**src/rtl/host_reg_bridge_pkg.sv**
```systemverilog
`default_nettype none
// ============================================================================
// Package     : host_bridge_pkg
// Description : Opcodes, response bytes, FSM encoding and register ids shared
//               by the host command bridge and the register read mux.
// Revision    : 1.0 - initial release
// ============================================================================
package host_bridge_pkg;

    localparam logic [7:0] OP_READ     = 8'h52;
    localparam logic [7:0] OP_WRITE    = 8'h57;
    localparam logic [7:0] ACK_DEFAULT = 8'h06;
    localparam logic [7:0] NAK_DEFAULT = 8'h15;

    typedef enum logic [3:0] {
        ST_IDLE   = 4'd0,
        ST_ID_HI  = 4'd1,
        ST_ID_LO  = 4'd2,
        ST_D_HI   = 4'd3,
        ST_D_LO   = 4'd4,
        ST_EXEC   = 4'd5,
        ST_TX_HI  = 4'd6,
        ST_TX_LO  = 4'd7,
        ST_TX_RSP = 4'd8
    } state_t;

    localparam logic [15:0] REG_I2C_DATA = 16'h0001;
    localparam logic [15:0] REG_I2C_STAT = 16'h0002;
    localparam logic [15:0] REG_I2C_CTRL = 16'h0003;
    localparam logic [15:0] REG_GPIO_IN  = 16'h0004;
    localparam logic [15:0] REG_GPIO_OUT = 16'h0005;
    localparam logic [15:0] REG_TIMER_LO = 16'h0006;
    localparam logic [15:0] REG_TIMER_HI = 16'h0007;
    localparam logic [15:0] REG_VERSION  = 16'h0008;
    localparam logic [15:0] REG_SYNC     = 16'h0009;

endpackage
`default_nettype wire

```
**src/rtl/host_reg_bridge_frame_timer.sv**
```systemverilog
`default_nettype none
// ============================================================================
// Module      : frame_timer
// Description : Saturating inter-byte idle counter; expired when it reaches
//               MAX_COUNT.
// Revision    : 1.0 - initial release
// ============================================================================
module frame_timer #(
    parameter int unsigned MAX_COUNT = 50000
) (
    input  logic clk,
    input  logic rst,
    input  logic i_clear,
    input  logic i_enable,
    output logic o_expired
);
    localparam int unsigned W = $clog2(MAX_COUNT + 1);

    logic [W-1:0] r_count;
    logic         w_expired;

    assign w_expired = (r_count == W'(MAX_COUNT));
    assign o_expired = w_expired;

    always_ff @(posedge clk or posedge rst) begin
        if (rst) begin
            r_count <= '0;
        end else if (i_clear) begin
            r_count <= '0;
        end else if (i_enable && !w_expired) begin
            r_count <= r_count + W'(1);
        end
    end

endmodule
`default_nettype wire

```
**src/rtl/host_reg_bridge.sv**
```systemverilog
`default_nettype none
// ============================================================================
// Module      : host_reg_bridge
// Description : Parses host read/write frames from the UART RX byte stream,
//               drives the register bus and returns read data / ACK / NAK.
// Revision    : 1.0 - initial release
// ============================================================================
module host_reg_bridge
    import host_bridge_pkg::*;
#(
    parameter int unsigned TIMEOUT_CYCLES = 50000,
    parameter logic [7:0]  ACK_BYTE       = ACK_DEFAULT,
    parameter logic [7:0]  NAK_BYTE       = NAK_DEFAULT
) (
    input  logic        clk,
    input  logic        reset,
    input  logic [7:0]  rx_data,
    input  logic        rx_valid,
    output logic [7:0]  tx_data,
    output logic        tx_valid,
    input  logic        tx_ready,
    output logic [15:0] id,
    output logic        read,
    output logic        write,
    output logic [15:0] wdata,
    input  logic [15:0] rdata,
    output logic        error,
    output logic        overrun
);
    state_t      r_state,   w_state_nxt;
    logic        r_is_wr,   w_is_wr_nxt;
    logic [15:0] r_id,      w_id_nxt;
    logic [15:0] r_wdata,   w_wdata_nxt;
    logic [15:0] r_held,    w_held_nxt;
    logic [7:0]  r_tx_data, w_tx_data_nxt;
    logic        r_tx_valid, w_tx_valid_nxt;
    logic        r_error,   w_error_nxt;
    logic        r_overrun, w_overrun_nxt;

    logic w_in_frame;
    logic w_busy;
    logic w_expired;
    logic w_tx_done;

    assign w_in_frame = (r_state inside {ST_ID_HI, ST_ID_LO, ST_D_HI, ST_D_LO});
    assign w_busy     = (r_state inside {ST_EXEC, ST_TX_HI, ST_TX_LO, ST_TX_RSP});
    assign w_tx_done  = r_tx_valid && tx_ready;

    // Clearing on expiry keeps the counter at zero once the frame is dropped.
    frame_timer #(
        .MAX_COUNT (TIMEOUT_CYCLES)
    ) u_frame_timer (
        .clk       (clk),
        .rst       (reset),
        .i_clear   (!w_in_frame || rx_valid || w_expired),
        .i_enable  (w_in_frame),
        .o_expired (w_expired)
    );

    always_ff @(posedge clk or posedge reset) begin
        if (reset) begin
            r_state    <= ST_IDLE;
            r_is_wr    <= 1'b0;
            r_id       <= '0;
            r_wdata    <= '0;
            r_held     <= '0;
            r_tx_data  <= '0;
            r_tx_valid <= 1'b0;
            r_error    <= 1'b0;
            r_overrun  <= 1'b0;
        end else begin
            r_state    <= w_state_nxt;
            r_is_wr    <= w_is_wr_nxt;
            r_id       <= w_id_nxt;
            r_wdata    <= w_wdata_nxt;
            r_held     <= w_held_nxt;
            r_tx_data  <= w_tx_data_nxt;
            r_tx_valid <= w_tx_valid_nxt;
            r_error    <= w_error_nxt;
            r_overrun  <= w_overrun_nxt;
        end
    end

    always_comb begin
        w_state_nxt    = r_state;
        w_is_wr_nxt    = r_is_wr;
        w_id_nxt       = r_id;
        w_wdata_nxt    = r_wdata;
        w_held_nxt     = r_held;
        w_tx_data_nxt  = r_tx_data;
        w_tx_valid_nxt = r_tx_valid;
        w_error_nxt    = 1'b0;
        w_overrun_nxt  = r_overrun || (rx_valid && w_busy);

        case (r_state)
            ST_IDLE: begin
                if (rx_valid) begin
                    if (rx_data == OP_READ || rx_data == OP_WRITE) begin
                        w_is_wr_nxt = (rx_data == OP_WRITE);
                        w_state_nxt = ST_ID_HI;
                    end else begin
                        w_error_nxt    = 1'b1;
                        w_tx_data_nxt  = NAK_BYTE;
                        w_tx_valid_nxt = 1'b1;
                        w_state_nxt    = ST_TX_RSP;
                    end
                end
            end
            // A byte arriving on the expiry cycle takes priority over the timeout.
            ST_ID_HI, ST_ID_LO, ST_D_HI, ST_D_LO: begin
                if (rx_valid) begin
                    case (r_state)
                        ST_ID_HI: begin
                            w_id_nxt    = {rx_data, r_id[7:0]};
                            w_state_nxt = ST_ID_LO;
                        end
                        ST_ID_LO: begin
                            w_id_nxt    = {r_id[15:8], rx_data};
                            w_state_nxt = r_is_wr ? ST_D_HI : ST_EXEC;
                        end
                        ST_D_HI: begin
                            w_wdata_nxt = {rx_data, r_wdata[7:0]};
                            w_state_nxt = ST_D_LO;
                        end
                        default: begin
                            w_wdata_nxt = {r_wdata[15:8], rx_data};
                            w_state_nxt = ST_EXEC;
                        end
                    endcase
                end else if (w_expired) begin
                    w_error_nxt = 1'b1;
                    w_state_nxt = ST_IDLE;
                end
            end
            ST_EXEC: begin
                w_tx_valid_nxt = 1'b1;
                if (r_is_wr) begin
                    w_tx_data_nxt = ACK_BYTE;
                    w_state_nxt   = ST_TX_RSP;
                end else begin
                    w_held_nxt    = rdata;
                    w_tx_data_nxt = rdata[15:8];
                    w_state_nxt   = ST_TX_HI;
                end
            end
            ST_TX_HI: begin
                if (w_tx_done) begin
                    w_tx_data_nxt = r_held[7:0];
                    w_state_nxt   = ST_TX_LO;
                end
            end
            ST_TX_LO, ST_TX_RSP: begin
                if (w_tx_done) begin
                    w_tx_valid_nxt = 1'b0;
                    w_state_nxt    = ST_IDLE;
                end
            end
            default: begin
                w_state_nxt = ST_IDLE;
            end
        endcase
    end

    assign read     = (r_state == ST_EXEC) && !r_is_wr;
    assign write    = (r_state == ST_EXEC) &&  r_is_wr;
    assign id       = r_id;
    assign wdata    = r_wdata;
    assign tx_data  = r_tx_data;
    assign tx_valid = r_tx_valid;
    assign error    = r_error;
    assign overrun  = r_overrun;

endmodule
`default_nettype wire

```
**config.mk**
```make
export PLATFORM = sky130hd
export DESIGN_NAME = host_reg_bridge
export DESIGN_NICKNAME = d
export VERILOG_FILES = /design/src/rtl/host_reg_bridge_pkg.sv /design/src/rtl/host_reg_bridge_frame_timer.sv /design/src/rtl/host_reg_bridge.sv
export SDC_FILE = /design/constraint.sdc
export NUM_CORES = 1
export LEC_CHECK = 0
export BUFFER_PORTS_ARGS = -buffer_cell sky130_fd_sc_hd__buf_2
export CAP_MARGIN = 5
export CORE_ASPECT_RATIO = 0.7
export CORE_MARGIN = 8
export CORE_UTILIZATION = 55
export CTS_BUF_LIST = sky130_fd_sc_hd__clkbuf_4 sky130_fd_sc_hd__clkbuf_8
export DETAILED_ROUTE_END_ITERATION = 10
export GPL_ROUTABILITY_DRIVEN = 0
export PLACE_DENSITY = 0.8
export SETUP_SLACK_MARGIN = 0.2
export SYNTH_ARGS = -nofsm -noshare
export SYNTH_HDL_FRONTEND = slang
export SYNTH_HIERARCHICAL = 1
export SYNTH_SLANG_ARGS = --single-unit
```
**constraint.sdc**
```tcl
create_clock -name clk -period 6.9 [get_ports clk]
set_input_delay 0.345 -clock clk [delete_from_list [all_inputs] [get_ports clk]]
set_output_delay 0.345 -clock clk [all_outputs]
set_load 0.01 [all_outputs]
```
Yosys cells after proc, flatten, opt, wreduce, memory -nomap -nowiden
Index checks and enable logic that the tools add are counted.
W data, S select, Z words.
- memories: 0
- memory bits (read-only): 0
- input bits: 28
- bits in latches: 0
- output and inout port bits: 45
- logic and storage cells: 92
- bits in registers: 72
- bits in writable memories: 0
- multipliers: 0
- divide/modulo/power cells: 0
- bitwise logic cells: 5
- muxes and demuxes: 28
- shifts and indexed selects: 0
- reductions and logical operators: 30
- add/sub/neg operators: 1
- equality and inequality tests: 16
- order comparisons: 0
- operators with widths (cell ; number):
    $pmux W16 S2 ; 2
    $mux W16 ; 2
    $mux W8 ; 4
    $mux W4 ; 7
    $reduce_and A4 Y1 ; 7
    $pmux W8 S3 ; 1
    $pmux W4 S5 ; 1
    $add A16 B1 Y16 const B ; 1
    $eq A16 B16 Y1 const B ; 1
    $eq A4 B3 Y1 const B ; 4
    $eq A8 B7 Y1 const B ; 2
    $pmux W3 S3 ; 1
    $eq A4 B2 Y1 const B ; 2
    $ne A2 B2 Y1 const B ; 4
    $reduce_bool A4 Y1 ; 2
    $mux W1 ; 7
    $reduce_bool A3 Y1 ; 2
    $logic_and A1 B1 Y1 ; 5
    $not A1 Y1 ; 5
    $eq A4 B1 Y1 const B ; 1
    $eq A4 B4 Y1 const B ; 1
    $logic_not A4 Y1 ; 1
    $logic_or A1 B1 Y1 ; 4
    $reduce_or A2 Y1 ; 2
    9 further kinds ; 11

Logic depth before layout (Yosys ltp)
- word-level depth: 6
- mapped depth: 9
- depth with buffers taken out: 8

Modules after synthesis
The synthesis kept the hierarchy.
- by module, submodules not included (module ; times used ; cells an instance ; sequential area each (um2) ; area each (um2)):
    host_reg_bridge ; 1 ; 224 ; 1401.3 ; 2602.5
    frame_timer ; 1 ; 88 ; 400.4 ; 895.9

Worst setup path after synthesis
Ideal clock, no wire load.
- kind: register to register
- from: register r_state[1]
- to: register u_frame_timer.r_count[13]
- setup slack: 4.472 ns
- setup time: 0.077 ns
- arrival: 2.351 ns
- required time: 6.823 ns
- clock period less this slack: 2.428 ns
- path buffers: 2
- stages on the path, launching flop included: 9
- cells stage by stage: dfrtp_1 -> buf_2 -> o21ai_0 -> nor3b_1 -> and4_1 -> clkbuf_1 -> nand3_1 -> or3_1 -> a21oi_1
- word-level cells in the longest chain between the ends: 6
- elaborated cells on any way between the ends: 11
- classes of those cells: 4 x eq/ne; 1 x mux; 6 x reduce/logical
- RTL lines (element ; line ; source):
    from (decl) ; host_reg_bridge.sv:30 ; state_t r_state, w_state_nxt;
    from (signal assigned) ; host_reg_bridge.sv:72 ; r_state <= w_state_nxt;
    $eq A4 B1 Y1, or another cell as far along ; host_reg_bridge.sv:45 ; assign w_in_frame = (r_state inside {ST_ID_HI, ST_ID_LO, ST_D_HI, ST_D_LO});
    $reduce_bool A4 Y1 (*) ; host_reg_bridge.sv:45 ;
    via w_in_frame ; host_reg_bridge.sv:40 ; logic w_in_frame;
    $logic_not A1 Y1 ; host_reg_bridge.sv:55 ; .i_clear (!w_in_frame || rx_valid || w_expired),
    $logic_or A1 B1 Y1 (2 in series) ; host_reg_bridge.sv:55 ;
    $mux W16 or $reduce_bool A2 Y1 (tied branches) ; - ;
    to (signal assigned) ; host_reg_bridge_frame_timer.sv:31 ; r_count <= r_count + W'(1);
    to (decl) ; host_reg_bridge_frame_timer.sv:19 ; logic [W-1:0] r_count;
Mark *: on every way through the listed nets, which the timed path passes. The rest lies on a longest branch.
A chain may end at the register's enable or synchronous reset.

Worst setup path after layout
- from: register r_state[1]
- to: output port read
- word-level cells in the longest chain between the ends: 2
- RTL lines (element ; line ; source):
    $eq A4 B3 Y1 ; host_reg_bridge.sv:164 ; assign read = (r_state == ST_EXEC) && !r_is_wr;
    $logic_and A1 B1 Y1 ; host_reg_bridge.sv:164 ;
    to (decl) ; host_reg_bridge.sv:23 ; output logic read,
Every way passes these cells.

==> summary.txt <==
Clock network
  • Clock Tree Buf Depth: 2
  • CTS resizes: 0
  • H-tree levels: 3
  • Clock Latency Late Sink: 0.35 ns
  • Setup bufs post-CTS: 0
  • Worst-path clk slew: ~0.08 ns
  • CTS buffer count: 9
  • CTS Hold Bufs: 0
  • Clock tree from TritonCTS: yes
  • Clock Sinks: between 70 and 80
  • Root buffer cell: clkbuf_8

Global routing
  • Initial antenna violation count: 0
  • GR Util All Layers: 17.3%
  • Number of global-route vias before repair: roughly 2,500
  • Largest net degree at the start of global routing: between 50 and 60
  • Grt ovf: 0
  • First-pass GRT wire length: about 13 mm

Timing
  • Final TNS setup: 0 ns
  • Tcrit/Tclk final: 42.1%
  • Worst slew pin tran: 1.03 ns
  • Hold slack: 0.0723 ns
  • Final min period: between 2 and 3 ns
  • Final setup vio count: 0
  • Slew Limit Headroom: between 30 and 40%
  • PnR worst setup slack: between 3 and 4 ns
  • Fin Clk Skew: roughly 0.014 ns
  • Hold Violations, Final: 0
  • Fmax: 344 MHz
  • RSZ-0062 raised after global routing: no
  • Final slew viol count: 0

Critical path
  • R2R depth: 6
  • Worst setup path class: reg2out
  • Crit path depth: 3
  • CP startpoint: r_state[1]
  • Crit start category: flip-flop
  • RR Startpoint: r_state[1]
  • CP cell instances: and4bb_1 -> nor2b_1 -> buf_2
  • Crit Path Max Fanout: 20
  • Crit path capture type: output pin
  • Critical Path AT: 2.56 ns
  • Critical path's slowest cell: nor2b_1
  • Worst path max stage delay: 0.85 ns
  • Top delay family on crit path: simple AND/OR/NAND/NOR gates
  • Worst Path Required: roughly 6.6 ns
  • Buf/Inv on CP: 1

Detailed routing
  • Remaining antenna violation count: 0
  • Routed WL per cell: 16.6 um
  • Vias per cell: 5.62
  • DRC errors left: 0
  • Initial DRC Count: ~190
  • Post-Route WL: ~7.6 mm
  • First-pass detailed-route iteration total: 4
  • Vias: about 2,600

Final layout
  • Utilization after layout: between 60% and 70%
  • Share of post-route cells with drive strength above 1: between 30% and 40%
  • N_diodes: 0
  • Area grow syn2layout: 15.2%
  • NumNets Final: ~410

Synth
  • Flops & latches, synth: slightly above 70
  • Number of flops mapped to enable cells by yosys: 0
  • Synth cell types: 50
  • Yosys top cell area share: 51.5%
  • Top cells by area in the synthesized netlist: dfrtp_1 (52%), mux2_2 (12%), o21ai_0 (3.4%), nand2_1 (3.4%), xor2_1 (2.5%)
  • FFs w/ async S/R, synth: 100%
  • Synth Warn #: 6
  • Post-synthesis sequential area ratio: 51.5%
  • Ys flop type: dfrtp_1
  • Syn nets: ~340
  • Mapped cell area: roughly 3500 um^2
  • Syn Inst Count: 312
  • Largest area contributor in the netlist: dfrtp_1
  • Syn_area_per_cell: 11.2 um^2
  • Post-synth top cells: dfrtp_1 (72), mux2_2 (38), nand2_1 (32)
  • Top-count cell post-synth: dfrtp_1

Power
  • Leakage: approximately 0.0019 uW
  • Peak supply drop: 193 uV
  • Pwr Density: a little under 300 nW/um^2

Floorplanning
  • # rows: 24
  • Initial core utilization: around 57%
  • I/O pins: 73
  • Die area: 9210 um^2
  • Die outline height: just over 80 um
  • Die Wd: 111 um
  • Core area: approximately 6200 um^2

Run
  • Max-cap viol count: 0

Status
  • Outcome: complete, no violations

Placement
  • Pre-CTS setup slack: 4.15 ns
  • # port buffers: 72
  • DPL Wire Length: roughly 5.6 mm

Worst hold path
  • Hold/Removal Path Class: in2async
[area by class of cell]
cell class	count	area [um^2]
Multi-Input combinational cell	211	1550
Tap cell	78	97.6
Clock buffer	9	124
Sequential cell	72	1800
Fill cell	468	2160
Timing Repair Buffer	73	368
Inverter	11	41.3
Clock inverter	7	48.8
[state kept, by name (all words and copies together) (netlist names)]
register	flops
id	16
error	1
r_state	4
u_frame_timer/r_count	16
overrun	1
r_is_wr	1
tx_data	8
tx_valid	1
wdata	16
r_held	8
[kinds of logic (layout without fill, tap and decap cells)]
logic type | count (synthesis) | in the layout | synth area share (%)
buf+inv | 29 | 100 | 4.22
fa+ha+maj | 2 | 2 | 0.715
compound gates | 51 | 51 | 9.84
mux | 43 | 43 | 13.7
simple gates | 103 | 103 | 17.1
xor+xnor | 12 | 12 | 3.00
flops | 72 | 72 | 51.5
[cell usage in the layout (no fill, tap or decap), types with 3 or more instances in the layout]
master      instances
dfrtp_1            72
inv_1              10
nand4bb_1           3
nor2_1             17
nor3b_1             3
buf_2              72
nand2_1            32
o21ai_0            24
xor2_1             10
mux2i_1             5
and4_1              4
a21oi_1             9
mux2_2             38
nand2b_1            3
or3_1               5
nor2b_1             3
nand4_1             6
clkinvlp_4          4
clkbuf_8            9
a22oi_1             4
nand3_1             7
[where the power goes]
part / internal (uW) / leakage (uW) / total (uW) / switching (uW)
sequential: 515 / 0.000942 / 576 / 60.8
clock: 129 / 0.0000772 / 291 / 162
combinational: 153 / 0.000869 / 311 / 158
total: 798 / 0.00189 / 1180 / 380
[worst paths after layout]
kind                                        endpoint  slack, ns
setup reg to reg           u_frame_timer/r_count[13]       4.10
hold reg to reg                              overrun       0.47
max in group asynchronous                 r_state[0]       6.25
hold / removal              u_frame_timer/r_count[7]       0.07
setup / recovery                                read       3.99
min in group clk                           r_held[5]       0.23
[stage by stage]
stage	cell area [um^2]	std cells	power, uW
after floorplan	3500	312	771
after global placement	3860	445	888
after detailed placement	3860	445	900
after CTS	4030	461	1190
after global routing	4030	461	1250
final	4030	461	1180
[layer usage]
metal	share of wire [%]	GRT usage (%)
met5	0	0
met4	1.5	6.75
met3	7.8	6.13
met2	42	24.6
met1	49	23.7
Power figures use the tool's default switching activity.
